[config.mk]
export PLATFORM = sky130hd
export DESIGN_NAME = escritor_rtc
export DESIGN_NICKNAME = d
export VERILOG_FILES = /design/src/rtl/escritor_rtc.sv
export SDC_FILE = /design/constraint.sdc
export NUM_CORES = 1
export LEC_CHECK = 0
export BUFFER_PORTS_ARGS = -buffer_cell sky130_fd_sc_hd__buf_2
export CAP_MARGIN = 10
export CORE_ASPECT_RATIO = 0.7
export CORE_UTILIZATION = 53
export CTS_CLUSTER_DIAMETER = 120
export DETAILED_ROUTE_END_ITERATION = 12
export PLACE_DENSITY = 0.85
export SLEW_MARGIN = 20
export SYNTH_ARGS = -nofsm -noshare
export SYNTH_HDL_FRONTEND = slang
export SYNTH_SLANG_ARGS = --single-unit
[constraint.sdc]
create_clock -name clk -period 2.5 [get_ports clk]
set_clock_uncertainty 0.05 [all_clocks]
set_input_delay 0.25 -clock clk [delete_from_list [all_inputs] [get_ports clk]]
set_output_delay 0.25 -clock clk [all_outputs]
set_load 0.005 [all_outputs]
[src/rtl/escritor_rtc.sv]
// Write sequencer for the RTC multiplexed A/D port: address phase, then data phase,
// then a one-cycle fin pulse. Outputs are registered from the current state (one cycle behind it).
module escritor_rtc #(
   parameter int T_SETUP = 2,
   parameter int T_PULSE = 10,
   parameter int T_HOLD  = 2
) (
   input  logic       clk,
   input  logic       reset,
   input  logic       escribe,
   input  logic [7:0] dir_in,
   input  logic [7:0] dato_in,
   output logic [7:0] ad_out,
   output logic       ad_oe,
   output logic       ad_sel,
   output logic       cs_n,
   output logic       wr_n,
   output logic       rd_n,
   output logic       busy,
   output logic       fin
);

   localparam logic [3:0] IDLE     = 4'd0;
   localparam logic [3:0] A_SET    = 4'd1;
   localparam logic [3:0] A_WR     = 4'd2;
   localparam logic [3:0] A_HLD    = 4'd3;
   localparam logic [3:0] D_SET    = 4'd4;
   localparam logic [3:0] D_WR     = 4'd5;
   localparam logic [3:0] D_HLD    = 4'd6;
   localparam logic [3:0] DONE     = 4'd7;
   localparam logic [3:0] WAIT_LOW = 4'd8;

   localparam logic [7:0] SET_L = 8'(T_SETUP - 1);
   localparam logic [7:0] WR_L  = 8'(T_PULSE - 1);
   localparam logic [7:0] HLD_L = 8'(T_HOLD - 1);

   logic [3:0] state, nxt;
   logic [7:0] cnt;
   logic [7:0] dir_r, dato_r;
   logic       skip_q, skip_d;
   logic       in_a, in_d;

   // A zero address skips the bus entirely; the extra skip cycle keeps fin two edges after capture.
   always_comb begin
      nxt    = state;
      skip_d = 1'b0;
      case (state)
         IDLE: begin
            if (skip_q)
               nxt = DONE;
            else if (escribe && dir_in != 8'h00)
               nxt = A_SET;
            else if (escribe)
               skip_d = 1'b1;
         end
         A_SET:    if (cnt == SET_L) nxt = A_WR;
         A_WR:     if (cnt == WR_L)  nxt = A_HLD;
         A_HLD:    if (cnt == HLD_L) nxt = D_SET;
         D_SET:    if (cnt == SET_L) nxt = D_WR;
         D_WR:     if (cnt == WR_L)  nxt = D_HLD;
         D_HLD:    if (cnt == HLD_L) nxt = DONE;
         DONE:     nxt = WAIT_LOW;
         WAIT_LOW: if (!escribe) nxt = IDLE;
         default:  nxt = IDLE;
      endcase
   end

   assign in_a = (state == A_SET) || (state == A_WR) || (state == A_HLD);
   assign in_d = (state == D_SET) || (state == D_WR) || (state == D_HLD);

   always_ff @(posedge clk) begin
      if (!reset) begin
         state  <= IDLE;
         cnt    <= 8'h00;
         dir_r  <= 8'h00;
         dato_r <= 8'h00;
         skip_q <= 1'b0;
         ad_out <= 8'h00;
         ad_oe  <= 1'b0;
         ad_sel <= 1'b0;
         cs_n   <= 1'b1;
         wr_n   <= 1'b1;
         rd_n   <= 1'b1;
         busy   <= 1'b0;
         fin    <= 1'b0;
      end else begin
         state  <= nxt;
         skip_q <= skip_d;
         cnt    <= (nxt != state || !(in_a || in_d)) ? 8'h00 : cnt + 8'h01;
         if (state == IDLE && escribe && !skip_q && dir_in != 8'h00) begin
            dir_r  <= dir_in;
            dato_r <= dato_in;
         end
         // cs_n/ad_oe cover all six phase states, so nothing toggles between address and data.
         ad_out <= in_a ? dir_r : (in_d ? dato_r : 8'h00);
         ad_oe  <= in_a || in_d;
         ad_sel <= in_d;
         cs_n   <= !(in_a || in_d);
         wr_n   <= !(state == A_WR || state == D_WR);
         rd_n   <= 1'b1;
         busy   <= skip_q || (state != IDLE && state != WAIT_LOW);
         fin    <= (state == DONE);
      end
   end

endmodule

==> flow_summary.ini <==
[clock_tree]
clock_sinks = 43
cts_max_level = 2
ctsHoldBuffers = 0
path_clk_slew_ns = 0.08
cts_tree = done
post-cts-setup-buffers = 0
cts_max_path_buffers = 2
cts_root_buf = clkbuf_8
clk_latency_ns = 0.29
cts_buffers = 5
cts-resized-gates = 0

[layout]
area_growth_pct = 19.89
layout.nets = 232
instances_no_fill = 250
num_antenna_cells = 0
ff_latch_area_sq_um = 860.8
num-fill-cells = 250
multi_input_area_sq_um = 809.5
drive_gt1_frac = 0.2736

[worst_setup_path]
r2r_start = cnt[5]$_SDFF_PP0_
cp_top_family = simple AND/OR/NAND/NOR gates
path_cells = or4_4, o41ai_2, a2111oi_1, buf_4, or3_4, a211oi_1
rrSetupSlack_ns = 0.31
timing.rr.end = cnt[0]$_SDFF_PP0_
worstPathRequired_ns = 2.66
worstRegToRegCells = 6
cp-start-kind = register
end_kind = register
slowest_delay_ns = 0.54
critical_path_class = reg -> reg
cp_slowest_cell = or4_4
worst-path-max-fanout = 5
cp_num_buf_inv = 1
cp_data_arrival_time_ns = 2.35

[routing]
vias = 1357
vias_per_cell = 5.428
drc = 4
wl_per_cell_microns = 13.46
ant_nets = 0
wl_mm = 3.364
drtIter0Drc = 107
dr.pass1.iters = 8

[global_routing]
globalRouteOverflowTotal = 0
grt_pass1_vias = 1203
grt_pass1_wl_mm = 5.582
grt_max_degree = 16
antenna_found_initial = 0
track_usage = 0.2090

[sta]
period_share = 0.8756
slew_headroom = 0.5043
tns_ns = 0
setup_violations = 0
slew_viol_final = 0
tightest_slew_ns = 0.7380
min_period_ns = 2.189
hold_viol = 0
fmax_mhz = 456.8
rsz0062_at_grt = false

[logic_synthesis]
ys_async_sr_fraction = 0
syn_avg_cell_area_sq_um = 10.05
synthDistinctLibCells = 44
ys_warn_count = 0
syn_nets = 195
syn_inst = 174
synth_seq_cells = 43
synth_edf_count = 0
synth.cell_area_sq_um = 1749
seq_area_frac_synth = 0.4921
synth_ff_type = dfxtp_1

[die]
io_pins = 34
rows = 17
fp.dieH_microns = 50.07
design.core.area_sq_um = 3148
die_w_microns = 70.67
die-area_sq_um = 3538
start_util = 0.5556

[power_and_ir_drop]
power_leakage_nw = 0.8838
cellPowerDensity_nw_per_um2 = 924.5
vdd_ir_drop_max_mv = 0.5039

[min_path]
hold_class = in -> reg
min-delay-start = dato_in[3]
holdPathStages = 3
hold_path_end = dato_r[3]$_SDFFE_PN0P_

[placement]
dp_cells = 242
place_congestion = 0.8351
hpwl_mm = 2.491
io_buffer_count = 32

[run_status]
violations = design-rule violations
status = complete, but fails checks

[flow_run]
maxCapViolations = 0
## cell families (layout without fill, tap and decap cells)
kind of cell | count (synthesis) | count (layout) | synth area share
AOI/OAI and AO/OA | 31 | 31 | 0.1409
xor gates and xnor gates | 6 | 6 | 0.03004
adders and majority gates | 2 | 2 | 0.01430
buffers and inverters | 16 | 54 | 0.04506
DFF | 43 | 43 | 0.4921
muxes | 16 | 16 | 0.09156
other | 1 | 1 | 0.002144
and+or+nand+nor | 59 | 59 | 0.1838
## layout make-up
| type | instances | share of cell area |
|---|---|---|
| sequential | 43 | 0.4105 |
| clock inverter | 3 | 0.03222 |
| tap | 38 | 0.02267 |
| inverter | 6 | 0.01074 |
| clock buffer | 5 | 0.03282 |
| timing repair buffer | 40 | 0.1050 |
| multi-input combinational | 115 | 0.3860 |
## Yosys cell counts (2+ instances only)
cell type | instances | area share
a211oi_1 | 7 | 0.030
a21oi_1 | 3 | 0.0086
a22o_1 | 8 | 0.040
and3_2 | 2 | 0.0086
buf_4 | 2 | 0.0086
clkbuf_1 | 6 | 0.013
dfxtp_1 | 43 | 0.49
ha_1 | 2 | 0.014
inv_1 | 6 | 0.013
mux2i_1 | 16 | 0.092
nand2_1 | 4 | 0.0086
nand2b_1 | 2 | 0.0072
nand3_1 | 2 | 0.0057
nor2_1 | 32 | 0.069
o21ai_1 | 3 | 0.0086
o32a_1 | 2 | 0.011
or4_1 | 3 | 0.013
xnor2_1 | 4 | 0.020
xor2_1 | 2 | 0.010
## power breakdown
group          total (mW)  switching (mW)  leakage [nW]  internal [mW]
logic               0.480           0.250         0.469          0.230
registers           0.830          0.0595         0.350          0.770
clock network       0.629           0.231        0.0644          0.398
total                1.94           0.540         0.884           1.40
## worst max-delay path by stage
stage	cells after the start	slack (ns)	start	end
after global routing	5	0.21	state[0]$_SDFF_PN0_	dato_r[1]$_SDFFE_PN0P_
final	6	0.31	cnt[5]$_SDFF_PP0_	cnt[0]$_SDFF_PP0_
after CTS	6	0.30	cnt[5]$_SDFF_PP0_	cnt[1]$_SDFF_PP0_
after floorplan	5	0.54	cnt[2]$_SDFF_PP0_	cnt[0]$_SDFF_PP0_
after detailed placement	6	0.31	dir_in[0]	cnt[1]$_SDFF_PP0_
after global placement	6	0.38	dir_in[0]	cnt[2]$_SDFF_PP0_
## state kept, by name, indices dropped and copies added (netlist names)
register / cells
dato_r: 8
dir_r: 8
ad_sel: 1
cnt: 8
ad_oe: 1
ad_out: 8
state: 4
fin: 1
busy: 1
wr_n: 1
cs_n: 1
skip_q: 1
## metal layers
layer  GRT usage  part of all wire
met2      0.3026              0.41
met4     0.07000             0.012
met3     0.06544             0.041
met5           0                 0
met1      0.2946              0.53
## cells in the final DEF (no fill, tap or decap), drive strengths merged, types with 2 or more instances in the layout
master and count:
bufinv 2, nor4 2, a21oi 3, dfxtp 43
a22o 8, nor2 32, xnor2 4, nand3 2
inv 6, a211oi 7, or3 2, and3 3
nor3 2, nand2 4, mux2i 16, o21ai 4
buf 40, or4 4, ha 2, xor2 2
nand2b 2, clkbuf 5, o32a 2
## metrics by stage
step,area [sq um],utilization,setup slack [ns],power [mW],hold WS (ns)
finish,2097,0.6661,0.3110,1.939,0.1453
global placement,1961,0.6228,0.3785,1.306,0.4007
global route,2097,0.6661,0.2059,2.036,0.1492
floorplan,1749,-,0.5422,1.174,0.3472
detailed placement,1961,0.6228,0.3105,1.321,0.4058
CTS,2097,0.6661,0.2991,1.947,0.1410
## worst register-to-register path: cells and delay by family, from the launching register on
kind	cells	cell delay, ns
and+or+nand+nor	2	0.93
AOI/OAI and AO/OA	3	0.61
DFF	1	0.37
buffers and inverters	1	0.16
No activity file was read; power rests on OpenSTA's default activity.
